<file path="config.mk">
export PLATFORM = sky130hd
export DESIGN_NAME = output_interface
export DESIGN_NICKNAME = d
export VERILOG_FILES = /design/src/rtl/output_interface.sv
export SDC_FILE = /design/constraint.sdc
export NUM_CORES = 1
export LEC_CHECK = 0
export CAP_MARGIN = 20
export CORE_MARGIN = 10
export CORE_UTILIZATION = 50
export CTS_BUF_LIST = sky130_fd_sc_hd__clkbuf_4 sky130_fd_sc_hd__clkbuf_8 sky130_fd_sc_hd__clkbuf_16
export CTS_CLUSTER_DIAMETER = 80
export CTS_CLUSTER_SIZE = 28
export DETAILED_ROUTE_END_ITERATION = 7
export GPL_TIMING_DRIVEN = 0
export PLACE_DENSITY = 0.81
export SYNTH_ARGS = -nofsm -noshare
export SYNTH_HDL_FRONTEND = slang
export SYNTH_SLANG_ARGS = --single-unit
</file>
<file path="constraint.sdc">
create_clock -name clk -period 2.5 [get_ports clk]
set_clock_uncertainty 0.1 [all_clocks]
set_input_delay 0.5 -clock clk [delete_from_list [all_inputs] [get_ports clk]]
set_output_delay 0.5 -clock clk [all_outputs]
set_load 0.02 [all_outputs]
</file>
<file path="src/rtl/output_interface.sv">
// output_interface: egress port of the AES engine.
// Captures the 128-bit result on a rising edge of engine_done, then streams it
// out MSB-first, one byte per valid/ack handshake. A result that arrives while
// a frame is still in flight sets the sticky overrun flag and is dropped.
// Optional feature: define OUT_CHECKSUM_EN to append an XOR checksum byte
// after the data bytes.
module output_interface #(
  parameter int unsigned DATA_W = 128,
  parameter int unsigned BYTE_W = 8
) (
  input  logic              clk,
  input  logic              rst_,
  input  logic [DATA_W-1:0] cipher_in,
  input  logic              engine_done,
  output logic [BYTE_W-1:0] dout,
  output logic              dout_valid,
  input  logic              dout_ack,
  output logic              tx_busy,
  output logic              tx_done,
  output logic              overrun
);

  localparam int unsigned NUM_BYTES = DATA_W / BYTE_W;
  localparam int unsigned CNT_W     = $clog2(NUM_BYTES + 1);
  localparam logic [CNT_W-1:0] LAST_IDX = CNT_W'(NUM_BYTES - 1);

`ifdef OUT_CHECKSUM_EN
  typedef enum logic [1:0] {IDLE, SEND, CSUM, DONE} state_t;
`else
  typedef enum logic [1:0] {IDLE, SEND, DONE} state_t;
`endif

  state_t            state, state_nxt;
  logic [DATA_W-1:0] shift;
  logic [CNT_W-1:0]  cnt;
  logic              engine_done_q;
  logic              rise;
  logic              last;
`ifdef OUT_CHECKSUM_EN
  logic [BYTE_W-1:0] csum;
`endif

  assign rise = engine_done & ~engine_done_q;
  assign last = (cnt == LAST_IDX);

  // State register
  always_ff @(posedge clk or negedge rst_) begin
    if (!rst_) state <= IDLE;
    else       state <= state_nxt;
  end

  // Next-state and output decode; outputs are pure functions of state/datapath
  always_comb begin
    state_nxt  = state;
    dout       = '0;
    dout_valid = 1'b0;
    tx_busy    = 1'b0;
    tx_done    = 1'b0;
    case (state)
      IDLE: begin
        if (rise) state_nxt = SEND;
      end
      SEND: begin
        dout       = shift[DATA_W-1 -: BYTE_W];
        dout_valid = 1'b1;
        tx_busy    = 1'b1;
`ifdef OUT_CHECKSUM_EN
        if (dout_ack && last) state_nxt = CSUM;
`else
        if (dout_ack && last) state_nxt = DONE;
`endif
      end
`ifdef OUT_CHECKSUM_EN
      CSUM: begin
        dout       = csum;
        dout_valid = 1'b1;
        tx_busy    = 1'b1;
        if (dout_ack) state_nxt = DONE;
      end
`endif
      DONE: begin
        tx_done   = 1'b1;
        state_nxt = IDLE;
      end
      default: state_nxt = IDLE;
    endcase
  end

  // Datapath: edge-detect register, capture, shift-out and byte counter
  always_ff @(posedge clk or negedge rst_) begin
    if (!rst_) begin
      engine_done_q <= 1'b0;
      shift         <= '0;
      cnt           <= '0;
`ifdef OUT_CHECKSUM_EN
      csum          <= '0;
`endif
    end else begin
      engine_done_q <= engine_done;
      if (state == IDLE && rise) begin
        shift <= cipher_in;
        cnt   <= '0;
`ifdef OUT_CHECKSUM_EN
        csum  <= '0;
`endif
      end else if (state == SEND && dout_ack) begin
        shift <= shift << BYTE_W;
        if (!last) cnt <= cnt + CNT_W'(1);
`ifdef OUT_CHECKSUM_EN
        csum  <= csum ^ shift[DATA_W-1 -: BYTE_W];
`endif
      end
    end
  end

  // Sticky overrun: any result rise outside IDLE is dropped and flagged
  always_ff @(posedge clk or negedge rst_) begin
    if (!rst_)                     overrun <= 1'b0;
    else if (rise && state != IDLE) overrun <= 1'b1;
  end

endmodule

</file>
; ---- Yosys cells after proc, flatten, opt, wreduce, memory -nomap -nowiden
; Index checks and enable logic that the tools add are counted.
[totals]
out_inout_bits = 12
elab_cells = 34
input_bits = 132
regBits = 137
[op_classes]
muxes = 11
n_bitwise = 2
reduce_logical = 9
addsub = 1
eq_ne = 6
[ops]
columns = op, count
row1 = 2-to-1 mux 128 bit, 2
row2 = 2-to-1 mux 5 bit, 3
row3 = 2-to-1 mux 8 bit, 1
row4 = adder 5 x 1 -> 5 bit (second input constant), 1
row5 = equality test 5 x 4 -> 1 bit (second input constant), 1
row6 = logical AND 1 bit, 4
row7 = 2-to-1 mux 2 bit, 2
row8 = != test 2 bit (second input constant), 2
row9 = one-hot mux 2 bit (2 select lines), 1
row10 = AND reduction 2 bit, 2
row11 = nonzero test 2 bit, 2
row12 = equality test 2 x 1 -> 1 bit (second input constant), 1
row13 = equality test 2 bit (second input constant), 1
row14 = logical NOT 2 bit, 1
row15 = 2-to-1 mux 1 bit, 2
row16 = != test 2 x 1 -> 1 bit (second input constant), 1
row17 = bitwise AND 1 bit, 1
row18 = NOT 1 bit, 1

; ---- Depth between registers and ports, before layout
; Gate-level depths: netlist of the first run.
[depth]
depth_word = 5
depth_mapped = 6
depth_no_buf = 6

; ---- Least setup slack after synthesis of the first run
; Ideal clock, no wire load.
[synth_path]
path_type = register to register
startpoint = reg state[1]
endpoint = reg shift[20]
path_stages_with_launch = 7
n_path_buf = 3
setup_time_ns = 0.127
arrival_time_ns = 1.772
synth_period_minus_slack_ns = 2.000
path_slack_ns = 0.500
t_required_ns = 2.273
path_cell_list = dfrtp_1 > buf_2 > nor4b_4 > buf_4 > buf_4 > mux2_1 > mux2_1
[synth_between]
elab_chain_cells = 3
elab_cells_between_ends = 6
classes_between = eq/ne (1) / mux (1) / reduce/logical (4)
[synth_lines]
columns = item, line_no
row1 = start: declaration, 33  ; state_t state, state_nxt;
row2 = start signal: assignment, 49  ; else state <= state_nxt;
row3 = equality test 2 x 1 -> 1 bit or logical NOT 2 bit (tied branches), "106, 100"
row4 = "logical AND 1 bit, on equally long branches", "106, 100"
row5 = nonzero test 2 bit (no source line) or 2-to-1 mux 128 bit (tied branches), --
row6 = end signal: assignment, 101  ; shift <= cipher_in;
row7 = end signal: assignment, 107  ; shift <= shift << BYTE_W;
row8 = end: declaration, 34  ; logic [DATA_W-1:0] shift;
; Parallel ways exist; a longest one is shown, timed or not.
; A chain may end at the register's enable or synchronous reset.

; ---- Worst setup path in the final report of the first run
[layout_path]
startpoint = reg state[1]
endpoint = out dout[1]
[layout_between]
elab_chain_cells = 2
[layout_lines]
columns = item, line_no
row1 = equality test 2 x 1 -> 1 bit, 59  ; case (state)
row2 = 2-to-1 mux 8 bit, 59
row3 = end: declaration, 15  ; output logic [BYTE_W-1:0] dout,
; No other way between the ends.

==> metrics.txt, run 1 <==
Worst Path Buf+Inv 3; DPL Wire Length 11.5 mm; Crit. End Element output pin; fin crit share 0.954; via count 4140; Rel. slew slack 0.538; layout cells sized above 1 0.235; CTS clk-pin slew, worst paths 0.06 ns; 1st-pass router iterations 4; Clock power frac 0.256; total number of yosys warnings 0; wire length per cell 18.8 um; violated checks hold timing; min-delay worst type primary input to async pin; die area 18700 um^2; Hold WS -0.0228 ns; io pins 144; min cycle time layout 2.39 ns; GPL Wtd Cong 0.818; vias in the first global route 4770; Final ANT Viol Nets 0; Chip Width 137 um; Final setup viols 0; CTS Sinks 137; FMAX 419 MHz; Pwr per Cell Area 957 nW/um^2; GRT overflow 0; worst r2r src state[1]$_DFFE_PN0P_; Die H 137 um; CP max stage delay 0.36 ns; commonest non-fill, non-tap cell in the layout mux2_1; initial antenna violation count 1; Max Cap Viol 0; Final Non-Filler Cells 807; register area share after synthesis 0.505; GRT Total Usage 0.169; synth-to-layout area growth 31.9%; Net Switching 0.00248 W; cells along the critical path buf_2 -> nor2b_2 -> clkbuf_4 -> and2_1 -> dlygate4sd2_1; biggest fanout along the worst timing path 11; htree depth 4; # DRC 0; Sequential Power Share 0.403; Initial DRC Count 122; largest net degree at the start of global routing 75; Nets 753; Longest Clk Path Bufs 2; Lkg Pwr 4.30 nW; Int Power 0.00609 W; Slew @ Worst Pin 0.693 ns; combinational share of power 0.341; DR vias/cell 5.13; # rows 42; CTS root buf clkbuf_16; R2R Path End shift[75]$_DFFE_PN0P_; Synth Instances 456; critical setup path kind register to output pin; Slew Viols, Final 0; Critical Path AT 1.79 ns; Net Count, Synth 590; ant diodes 0; worst skew pair latency 0.41 ns; setup TNS 0 ns; CP delay by family, top buffers and inverters; first-pass GRT wire length 24.9 mm; worst reg2reg path depth 6; CTS Buf Count 17; post-CTS setup buffers 0; Startpoint Class register; reg2reg setup slack 0.16 ns; Post-Syn Area 6790 um^2; synthesized flop and latch total 137; Mean Syn Cell Area 14.9 um^2; Starting Density 0.511; CTS tree built; status finished with violations; total core area 13300 um^2; peak supply drop 0.520 mV; Final Hold Violating Endpoints 13; final WL 15.2 mm; number of port buffers 143; slowest stage cell on the critical path dfrtp_1; most frequent cells in the layout 168 x mux2_1, 137 x dfrtp_1, 132 x clkdlybuf4s50_1, 74 x mux2_2, 17 x clkbuf_16; dpl cells 776; Critical Path RT 1.90 ns; switching share of power 0.289; number of distinct library cells after synthesis 30
==> worst max-delay path by stage <==
stage	startpoint	end	slack, ns	cells past startpoint
floorplan	state[1]$_DFFE_PN0P_	shift[20]$_DFFE_PN0P_	0.50	6
global placement	rst_	shift[124]$_DFFE_PN0P_	-4.54	1
detailed placement	engine_done	shift[75]$_DFFE_PN0P_	-0.29	6
CTS	state[1]$_DFFE_PN0P_	dout[2]	0.05	5
global route	state[1]$_DFFE_PN0P_	tx_done	-0.00009	3
finish	state[1]$_DFFE_PN0P_	dout[1]	0.11	5
==> layout make-up <==
class                      count  area (um^2)
clock buffer                  21          462
clock inverter                10         55.1
multi-input combinational    287         3070
fill                         991         4330
inverter                       1         3.75
sequential                   137         3430
buffer                        31          295
timing repair buffer         144         1430
tap                          176          220
==> worst reg2reg max path, delay by kind of cell, from the launching register on <==
kind | cells | cell delay, ns
simple gates | 1 | 0.41
buf+inv | 3 | 0.68
flops | 1 | 0.36
mux | 2 | 0.68
==> power by group through the flow <==
stage	clock (W)	sequential, W	combinational [W]
after floorplan	0	0.00329	0.00225
after global placement	0	0.00344	0.00292
after detailed placement	0	0.00348	0.00301
after CTS	0.00223	0.00346	0.00299
after global routing	0.00235	0.00356	0.00321
final	0.00220	0.00345	0.00292
==> stage by stage <==
step | hold slack (ns) | cell area, um^2 | util | power (W) | setup WS, ns
3_5_place_dp | 0.355 | 8470 | 0.637 | 0.00649 | -0.290
2_1_floorplan | 0.104 | 6790 | - | 0.00554 | 0.500
5_1_grt | 0.0329 | 8960 | 0.674 | 0.00912 | -0.0000939
3_3_place_gp | 0.361 | 8450 | 0.635 | 0.00636 | -4.54
6_report | -0.0228 | 8960 | 0.674 | 0.00857 | 0.114
4_1_cts | 0.0254 | 8980 | 0.676 | 0.00868 | 0.0483
==> state kept, by name (all words and copies together) (netlist names) <==
register,flops
cnt,5
engine_done_q,1
overrun,1
shift,128
state,2
==> cells in the mapped netlist <==
cell	n	area [um^2]
nand3b_1	1	7.51
a21oi_1	1	5.00
buf_6	2	22.5
nand2b_1	1	6.26
a21oi_2	1	8.76
mux2_2	74	833
a22o_1	10	87.6
nand4bb_1	1	11.3
dfrtp_1	137	3430
o21ai_0	2	10.0
nor2b_1	3	18.8
buf_2	8	40.0
a21o_1	2	15.0
o2bb2ai_1	1	8.76
and2_1	8	50.1
or3b_4	1	11.3
clkbuf_1	1	3.75
buf_4	10	75.1
mux2_1	168	1890
buf_8	10	150
nor4b_4	1	23.8
inv_1	1	3.75
o21bai_1	1	7.51
nand3_1	1	5.00
and3_1	2	12.5
or3_1	1	6.26
nor2_1	2	7.51
ha_1	2	25.0
nor4bb_1	1	10.0
nand2_1	2	7.51
==> timing repair <==
item                                    4_1_cts  5_1_grt
endpoints found under the setup margin       10        9
resized for setup                            12       13
hold buffers                                  0        0
==> routing by layer <==
metal / global-route usage / share of wire
met5: 0 / 0
met4: 0.0497 / 0.011
met3: 0.0729 / 0.086
met2: 0.270 / 0.47
met1: 0.202 / 0.43
==> cell families after synthesis <==
| kind of cell | share of synthesized area |
|---|---|
| compound gates | 0.0210 |
| fa+ha+maj | 0.00368 |
| buf+inv | 0.0435 |
| flops | 0.505 |
| mux | 0.401 |
| simple gates | 0.0262 |
Power figures use the tool's default switching activity.
==> run 2, diff against run 1 <==
--- a/config.mk
+++ b/config.mk
@@ -5,8 +5,8 @@
 export SDC_FILE = /design/constraint.sdc
 export NUM_CORES = 1
 export LEC_CHECK = 0
+export ABC_CLOCK_PERIOD_IN_PS = 2500
 export CAP_MARGIN = 20
-export CORE_MARGIN = 10
 export CORE_UTILIZATION = 50
 export CTS_BUF_LIST = sky130_fd_sc_hd__clkbuf_4 sky130_fd_sc_hd__clkbuf_8 sky130_fd_sc_hd__clkbuf_16
 export CTS_CLUSTER_DIAMETER = 80
==> metrics.txt, run 2 (synthesized netlist as in run 1, its figures left out) <==
status completed; Nets 754; number of port buffers 143; FMAX 414 MHz; Lkg Pwr 4.34 nW; Chip Width 119 um; biggest fanout along the worst timing path 11; slowest stage cell on the critical path dfrtp_1; GPL Wtd Cong 0.790; Starting Density 0.513; Final ANT Viol Nets 0; Biggest register shift; layout cells sized above 1 0.224; DPL Wire Length 10.1 mm; first-pass GRT wire length 23.2 mm; placed cell area 8470 um^2; DR vias/cell 5.06; Slew Viols, Final 0; # rows 42; Critical Path AT 1.81 ns; cells along the critical path buf_2 -> nor2b_1 -> clkbuf_4 -> and2_1 -> dlygate4sd2_1; wire length per cell 17.4 um; ant diodes 0; final core occ 0.685; register area 3430 um^2; CP max stage delay 0.35 ns; Final Hold Violating Endpoints 0; Worst Path Buf+Inv 3; total core area 13200 um^2; most frequent cells in the layout 168 x mux2_1, 137 x dfrtp_1, 132 x clkdlybuf4s50_1, 74 x mux2_2, 17 x clkbuf_16; min cycle time layout 2.41 ns; 1st-pass router iterations 4; Longest Clk Path Bufs 2; Final setup viols 0; CTS Buf Count 17; CTS clk-pin slew, worst paths 0.06 ns; io pins 144; min-delay worst type register to register; final WL 14.0 mm; final instance area 9070 um^2; Initial DRC Count 154; vias in the first global route 4502; fin crit share 0.965; Rel. slew slack 0.639; CTS Sinks 137; largest net degree at the start of global routing 81; GRT Total Usage 0.214; CTS root buf clkbuf_16; GRT overflow 0; Max Cap Viol 0; fill count 959; synth-to-layout area growth 33.5%; CTS tree built; Critical Path RT 1.90 ns; worst skew pair latency 0.41 ns; critical setup path kind register to output pin; htree depth 4; biggest regs shift x128, cnt x5, state x2; Crit. End Element output pin; CP delay by family, top buffers and inverters; multi-input gate area in the final layout 3070 um^2; Startpoint Class register; # DRC 0; RSZ-0062 raised after global routing false; via count 4091; commonest non-fill, non-tap cell in the layout mux2_1; Die H 119 um; Slew @ Worst Pin 0.541 ns; max reg flops 128; initial antenna violation count 0; die area 14100 um^2; Pwr per Cell Area 983 nW/um^2; peak supply drop 0.584 mV
==> run 2: per-layer routing <==
layer,share of wire,up-vias,global-route usage
met5,0,-,0
met4,0.013,0,0.0688
met3,0.053,19,0.0642
met2,0.46,107,0.333
met1,0.47,1987,0.286
li1,-,1978,-
==> run 2: power by group <==
part	internal, W	switching, W	leakage, nW	total [W]
sequential	0.00303	0.000414	1.80	0.00345
clock	0.00156	0.000945	0.288	0.00251
combinational	0.00178	0.00118	2.24	0.00296
==> run 2: path summary, 6_finish.rpt <==
kind | depth (start not counted) | from | end | slack, ns
worst max-delay path | 5 | state[1]$_DFFE_PN0P_ | dout[2] | 0.09
worst min-delay path | 1 | shift[71]$_DFFE_PN0P_ | shift[71]$_DFFE_PN0P_ | 0.38
worst max register to register | 6 | state[1]$_DFFE_PN0P_ | shift[79]$_DFFE_PN0P_ | 0.22
worst min register to register | 1 | shift[71]$_DFFE_PN0P_ | shift[71]$_DFFE_PN0P_ | 0.38
max in group asynchronous | 3 | rst_ | shift[106]$_DFFE_PN0P_ | 1.00
min in group asynchronous | 2 | rst_ | shift[47]$_DFFE_PN0P_ | 0.52
==> run 2: layout make-up <==
class	count	area share
timing repair buffer	145	0.161
clock inverter	14	0.0172
sequential	137	0.378
tap	176	0.0243
clock buffer	18	0.0477
multi-input combinational	287	0.339
inverter	1	0.000414
buffer	31	0.0326
==> run 2: what timing repair did <==
item | in CTS | in global routing
buffers inserted | 0 | 0
hold buffers | 1 | 0
gates resized for setup | 12 | 3
hold endpoints to repair | 57 | 0
setup endpoints to repair | 10 | 3
gates cloned | 0 | 0
==> run 2: worst register-to-register path, cell delays in order (launching register included) <==
cell	delay, ns
dfrtp_1	0.35
buf_2	0.18
nor4b_4	0.38
buf_4	0.26
buf_4	0.21
mux2_1	0.37
mux2_1	0.31
==> run 2: per-stage QoR <==
stage | power [W] | instances | setup WS (ns) | hold slack, ns | setup TNS [ns]
global route | 0.00944 | 809 | 0.00424 | 0.393 | 0
floorplan | 0.00554 | 456 | 0.500 | 0.104 | 0
CTS | 0.00901 | 809 | 0.0753 | 0.380 | 0
finish | 0.00892 | 809 | 0.0873 | 0.379 | 0
detailed placement | 0.00649 | 776 | -0.259 | 0.364 | -19.48
global placement | 0.00634 | 775 | -4.53 | 0.357 | -637.19
==> run 3, diff against run 2 <==
--- a/config.mk
+++ b/config.mk
@@ -7,13 +7,15 @@
 export LEC_CHECK = 0
 export ABC_CLOCK_PERIOD_IN_PS = 2500
 export CAP_MARGIN = 20
-export CORE_UTILIZATION = 50
+export CELL_PAD_IN_SITES_DETAIL_PLACEMENT = 1
+export CELL_PAD_IN_SITES_GLOBAL_PLACEMENT = 2
+export CORE_UTILIZATION = 36
 export CTS_BUF_LIST = sky130_fd_sc_hd__clkbuf_4 sky130_fd_sc_hd__clkbuf_8 sky130_fd_sc_hd__clkbuf_16
 export CTS_CLUSTER_DIAMETER = 80
 export CTS_CLUSTER_SIZE = 28
 export DETAILED_ROUTE_END_ITERATION = 7
 export GPL_TIMING_DRIVEN = 0
-export PLACE_DENSITY = 0.81
+export PLACE_DENSITY = 0.83
 export SYNTH_ARGS = -nofsm -noshare
 export SYNTH_HDL_FRONTEND = slang
 export SYNTH_SLANG_ARGS = --single-unit
==> metrics.txt, run 3 (synthesized netlist as in run 1, its figures left out) <==
most frequent cells in the layout 168 x mux2_1, 137 x dfrtp_1, 132 x clkdlybuf4s50_1, 74 x mux2_2, 17 x clkbuf_16; Int Power 0.00650 W; first-pass GRT wire length 27.3 mm; Net Switching 0.00266 W; critical setup path kind primary input to register; htree depth 4; post-CTS setup buffers 0; 1st-pass router iterations 4; CTS Buf Count 17; # DRC 0; Final setup viols 0; Slew Viols, Final 0; Starting Density 0.373; min-delay worst type register to register; reg2reg setup slack 0.16 ns; Biggest register shift; RSZ-0062 raised after global routing false; Hold Path Origin shift[29]$_DFFE_PN0P_; CTS root buf clkbuf_16; GRT Total Usage 0.182; peak supply drop 0.469 mV; Critical Path AT 2.57 ns; io pins 144; Nets 754; max reg flops 128; GRT overflow 0; combinational share of power 0.330; ant diodes 0; biggest fanout along the worst timing path 10; Clock power frac 0.292; initial antenna violation count 0; CTS tree built; dpl cells 829; fin worst setup slack 0.127 ns; Worst Hold Depth 1; DR vias/cell 4.90; Place WS -0.366 ns; via count 4224; number of port buffers 143; Lkg Pwr 4.33 nW; layout cells sized above 1 0.229; Rel. slew slack 0.670; R2R Path End shift[69]$_DFFE_PN0P_; total core area 18200 um^2; worst skew pair latency 0.42 ns; worst hold path endpoint shift[29]$_DFFE_PN0P_; Slew @ Worst Pin 0.495 ns; Die H 139 um; commonest non-fill, non-tap cell in the layout mux2_1; Chip Width 139 um; vias in the first global route 4949; FMAX 421 MHz; # rows 49; worst r2r src state[1]$_DFFE_PN0P_; status completed; Final Hold Violating Endpoints 0; largest net degree at the start of global routing 89; DPL Wire Length 12.1 mm; wire length per cell 18.9 um; fin crit share 0.949; biggest regs shift x128, cnt x5, state x2; synth-to-layout area growth 34.9%; Initial DRC Count 93; worst reg2reg path depth 6; Max Cap Viol 0; switching share of power 0.291; Crit. End Element register; CTS clk-pin slew, worst paths 0.06 ns; final core occ 0.503; min cycle time layout 2.37 ns; Critical Path RT 2.70 ns; Final ANT Viol Nets 0; Startpoint Class primary input; die area 19400 um^2; GPL Wtd Cong 0.704; Sequential Power Share 0.378; CTS Sinks 137; Pwr per Cell Area 999 nW/um^2; final WL 16.3 mm; Final Non-Filler Cells 862; Longest Clk Path Bufs 2; Hold WS 0.380 ns
## run 3: worst max-delay path, cell delays in order
cell and delay [ns]:
clkdlybuf4s50_1 0.53, nor4b_4 0.35, buf_4 0.28, buf_4 0.21, mux2_1 0.38, mux2_1 0.31
## run 3: worst max-delay path by stage
stage,slack (ns),cells past startpoint,from,to
floorplan,0.50,6,state[1]$_DFFE_PN0P_,shift[20]$_DFFE_PN0P_
global placement,-4.65,1,rst_,shift[124]$_DFFE_PN0P_
detailed placement,-0.37,6,engine_done,shift[69]$_DFFE_PN0P_
CTS,0.06,5,state[1]$_DFFE_PN0P_,dout[0]
global route,0.002,5,state[1]$_DFFE_PN0P_,dout[2]
finish,0.13,6,engine_done,shift[69]$_DFFE_PN0P_
## run 3: layout make-up
cell class	instances	area [um^2]
Fill cell	1790	9040
Sequential cell	137	3430
Multi-Input combinational cell	287	3070
Timing Repair Buffer	145	1450
Clock buffer	18	433
Buffer	31	295
Tap cell	229	287
Clock inverter	14	198
Inverter	1	3.75
## run 3: repair_timing
item                                    4_1_cts  5_1_grt
gates cloned                                  0        0
hold endpoints to repair                     49        0
pin swaps                                     0        0
hold buffers                                  1        0
endpoints found under the setup margin       10        8
gates resized for setup                      12       11
## run 3: per-stage QoR
stage | power (W) | cell area (um^2) | setup TNS (ns)
after floorplan | 0.00554 | 6790 | 0
after global placement | 0.00640 | 8510 | -660.06
after detailed placement | 0.00660 | 8540 | -30.64
after CTS | 0.00931 | 9170 | 0
after global routing | 0.00974 | 9170 | 0
final | 0.00916 | 9170 | 0
## run 3: power by group through the flow
stage	Clock, W	Combinational [W]	Sequential [W]
5_1_grt	0.00283	0.00334	0.00357
4_1_cts	0.00274	0.00310	0.00347
3_3_place_gp	0	0.00297	0.00344
2_1_floorplan	0	0.00225	0.00329
6_report	0.00268	0.00302	0.00346
3_5_place_dp	0	0.00311	0.00349
## run 3: layer usage
| layer | global-route usage | vias to the layer above | routed length [um] |
|---|---|---|---|
| li1 | - | 1978 | - |
| met5 | 0 | - | 0 |
| met2 | 0.299 | 92 | 8110 |
| met1 | 0.239 | 2139 | 7350 |
| met3 | 0.0447 | 15 | 677 |
| met4 | 0.0491 | 0 | 161 |
==> RTL change 1, RTL diff (config.mk and constraints of run 2) <==
Build with the macro `OUT_CHECKSUM_EN` defined.
--- a/src/rtl/output_interface.sv
+++ b/src/rtl/output_interface.sv
@@ -5,4 +5,6 @@
 // Optional feature: define OUT_CHECKSUM_EN to append an XOR checksum byte
 // after the data bytes.
+`define OUT_CHECKSUM_EN
+
 module output_interface #(
   parameter int unsigned DATA_W = 128,
Function: no difference found for any inputs over 10 cycles, from zero or initial values and one cycle with rst_ low; that may be too few to reach the edited logic, so the function may still have changed.
==> RTL change 1 against run 2 <==
Power grew 12%. Sequential power rose by 19%. First-iteration DRC count rose by 110%. Design area rose by 1.0%. Register-to-register slack improved by 0.19 ns. Worst setup slack better by 0.0083 ns. Sequential share of layout area grew 1.8 points. Final cell count increased by 24%. Area after synthesis unchanged. Wire length grew 22%. Sequential cell count rose by 8. Die area did not move. Count of clock-buffer cells in the layout increased by 4. Global-route usage up 4.6 points. Largest cell class unchanged.
==> RTL change 1: results (changes against run 2) <==
drt_iter0_markers: 330  # +110%
synth-seq-area-share_pct: 53.4  # +2.9 points
grt_use_total_pct: 25.9  # +4.6 points
wl_met3_microns: 860  # +15%
power.total_mw: 10.0  # +12%
nNonClkInverters: 4  # +3
synth_nets: 790  # +34%
fin_nets: 955  # +27%
internal-power_mw: 6.72  # +5.3%
yosysUniqueCellTypes: 29  # -3.3%
max_stage_delay_ns: 0.42  # +0.07 ns
postCtsSetupRepairBufs: 2  # +2
placed_cells: 972  # +25%
drt-met1-wl_microns: 7430  # +12%
rr_startpoint: "state[0]"
design.seq.count: 145  # +5.8%
reg2reg_depth: 9  # +3
cp-endpoint: "tx_busy"
buf_share_pct: 19.4  # +0.039 points
clk_share_pct: 7.02  # +0.52 points
wl_per_cell_microns: 17.1  # -1.5%
wl_microns: 17200  # +22%
syn_to_final_growth_pct: 34.8
combPwrFrac_pct: 31.8  # -1.4 points
hp-start: "overrun"
nNonClkBuffers: 194  # +10%
seq-cell-share_pct: 39.6  # +1.8 points
syn_avg_cell_area_sq_um: 10.4  # -30%
seqPwrFrac_pct: 40.9  # +2.3 points
ctsResizeCount: 17  # +5
ir_worst_vdd_v: 0.000542  # -7.2%
whs_ns: 0.385  # +0.00603 ns
grt_pass1_wl_microns: 28300  # +22%
vias: 5519  # +35%
synth_most_common_cell: "dfrtp_1"
reg.largest.list: "shift: 128 flops, csum: 8 flops, cnt: 5 flops"
multi_input_area_sq_um: 2880  # -6.4%
cpMaxStageDelayCell: "ha_2"
dpl_cell_area_sq_um: 8470  # unchanged
gp_congestion: 0.832  # +5.4%
period_share_pct: 96.2  # -0.33 points
r2r_slack_ns: 0.41  # +0.19 ns
maxSlewHeadroom_pct: 62.3  # -1.6 points
dr_wl_met2_microns: 8340  # +29%
cts.clk_slew.worst_paths_ns: 0.06  # about the same
leakagePower_nw: 4.60  # +6.2%
place_ws_ns: -0.0643  # +0.195 ns
dpl.hpwl_microns: 12100  # +20%
hold_end: "overrun"
hp-class: "reg -> reg"
drive_gt1_share_pct: 10.0  # -12 points
n_fill_cell: 970  # +1.1%
clkbuf_count: 22  # +4
status: "finished, final reports clean"
## RTL change 1: changes by cell type after synthesis, sizes merged, moves of 9 or more
cell    before  now
o21ai        2  121
nor2         2   11
mux2       242    1
nand2        2  138
mux2i        0  121
nand3        1   17
clkbuf       1   12
a22o        10    0
xor2         0   10
## RTL change 1: cells by family after synthesis
family,Yosys count,share of synthesized area [%]
XOR/XNOR,10,1.29
AND/OR/NAND/NOR,182,11.1
adder cells (fa/ha/maj),6,1.10
flip-flops,145,53.4
buffers and inverters,52,4.60
multiplexers,122,18.0
AO/OA/AOI/OAI,135,10.5
## RTL change 1: worst reg2reg max path, delay by kind of cell, from the launching register on
kind / cells / cell delay [ns]
buffers and inverters: 5 / 0.89
DFF: 1 / 0.42
and+or+nand+nor: 2 / 0.24
AOI/OAI and AO/OA: 1 / 0.10
adders and majority gates: 1 / 0.26
## RTL change 1: layer usage
metal  global-route usage (%)  vias up
met5                        0        -
met4                     12.4        0
met3                     5.26       43
met2                     42.0      200
met1                     33.4     2703
li1                         -     2573
==> RTL change 2, RTL diff (config.mk and constraints of run 2) <==
Made on the original files. Re-encode `state_t` (3 states) as one-hot, 3 bits wide.
--- a/src/rtl/output_interface.sv
+++ b/src/rtl/output_interface.sv
@@ -28,5 +28,5 @@
   typedef enum logic [1:0] {IDLE, SEND, CSUM, DONE} state_t;
 `else
-  typedef enum logic [1:0] {IDLE, SEND, DONE} state_t;
+  typedef enum logic [2:0] {IDLE = 3'b001, SEND = 3'b010, DONE = 3'b100} state_t;
 `endif
 
Behaviour: no difference found for any inputs over 10 cycles, from zero or initial values and one cycle with rst_ low; not proved beyond that.
==> RTL change 2 against run 2 <==
Sequential cell count rose by 1. Power fell by 2.6%. Wire length rose by 16%. Clock power rose by 27%. Non-clock buffer count rose by 14. Utilization rose by 3.4 points. Maximum frequency fell by 0.34%. Design area fell by 3.3%. Worst setup slack got worse by 0.0083 ns. Area after synthesis fell by 6.6%. Critical path type unchanged. Critical endpoint is now dout[3]. Largest cell class unchanged. Largest power group unchanged. Highest routed layer unchanged.
==> RTL change 2: results (changes against run 2) <==
nNonClkInverters: 4  # +3
wl_microns: 16200  # +16%
synth_nets: 744  # +26%
nMultiInputCombCells: 423  # +47%
grt_max_degree: 77  # -4.9%
grtUsageMet2_pct: 44.7  # +11 points
max_stage_delay_ns: 0.46  # +0.11 ns
place_ws_ns: 0.0418  # +0.301 ns
met1_usage_pct: 32.6  # +4.1 points
multi_input_area_sq_um: 2640  # -14%
buf_share_pct: 19.5  # +0.12 points
drive_gt1_share_pct: 8.01  # -14 points
nNonClkBuffers: 190  # +8.0%
synthTopCellsByArea: "dfrtp_1 54%, mux2i_1 19%, nand2_1 7.8%"
viasPerCell: 5.30  # +4.9%
status: "finished, final reports clean"
gp_congestion: 0.827  # +4.7%
dpl.hpwl_microns: 11600  # +15%
tightest_slew_ns: 0.597  # +0.0557 ns
synth_xor_area_share_pct: 0.138  # +0.14 points
final_cells: 955  # +18%
ctsResizeCount: 14  # +2
grt_pass1_wl_microns: 26000  # +12%
drt-met1-wl_microns: 7040  # +6.2%
dpl_cell_area_sq_um: 8020  # -5.4%
drt_iter0_markers: 278  # +81%
synth_mux_area_share_pct: 19.1  # -21 points
[RTL change 2: cell types whose count changed after synthesis, sizes merged, moves of 3 or more]
cell    delta
a22o       -8
o21ai    +126
mux2i    +121
nor2b      -3
clkbuf    +18
nor2       +7
buf        -4
inv        +3
nor3b      +3
mux2     -242
nand2    +130
[RTL change 2: path summary, 6_finish.rpt]
| kind | start | endpoint | slack (ns) | cells after the start |
|---|---|---|---|---|
| worst max-delay path | state[2] | dout[3] | 0.08 | 4 |
| worst min-delay path | shift[122] | shift[122] | 0.38 | 2 |
| worst max register to register | cnt[0] | cnt[3] | 0.37 | 6 |
| worst min register to register | shift[122] | shift[122] | 0.38 | 2 |
| max in group asynchronous | rst_ | shift[123] | 0.99 | 3 |
| min in group asynchronous | rst_ | state[2] | 0.55 | 2 |
[RTL change 2: report_power, final]
group,leakage [nW],internal (mW),switching (mW)
Combinational,2.32,0.888,0.947
Sequential,1.78,3.13,0.545
Clock,0.363,2.22,0.961
Total,4.46,6.23,2.45
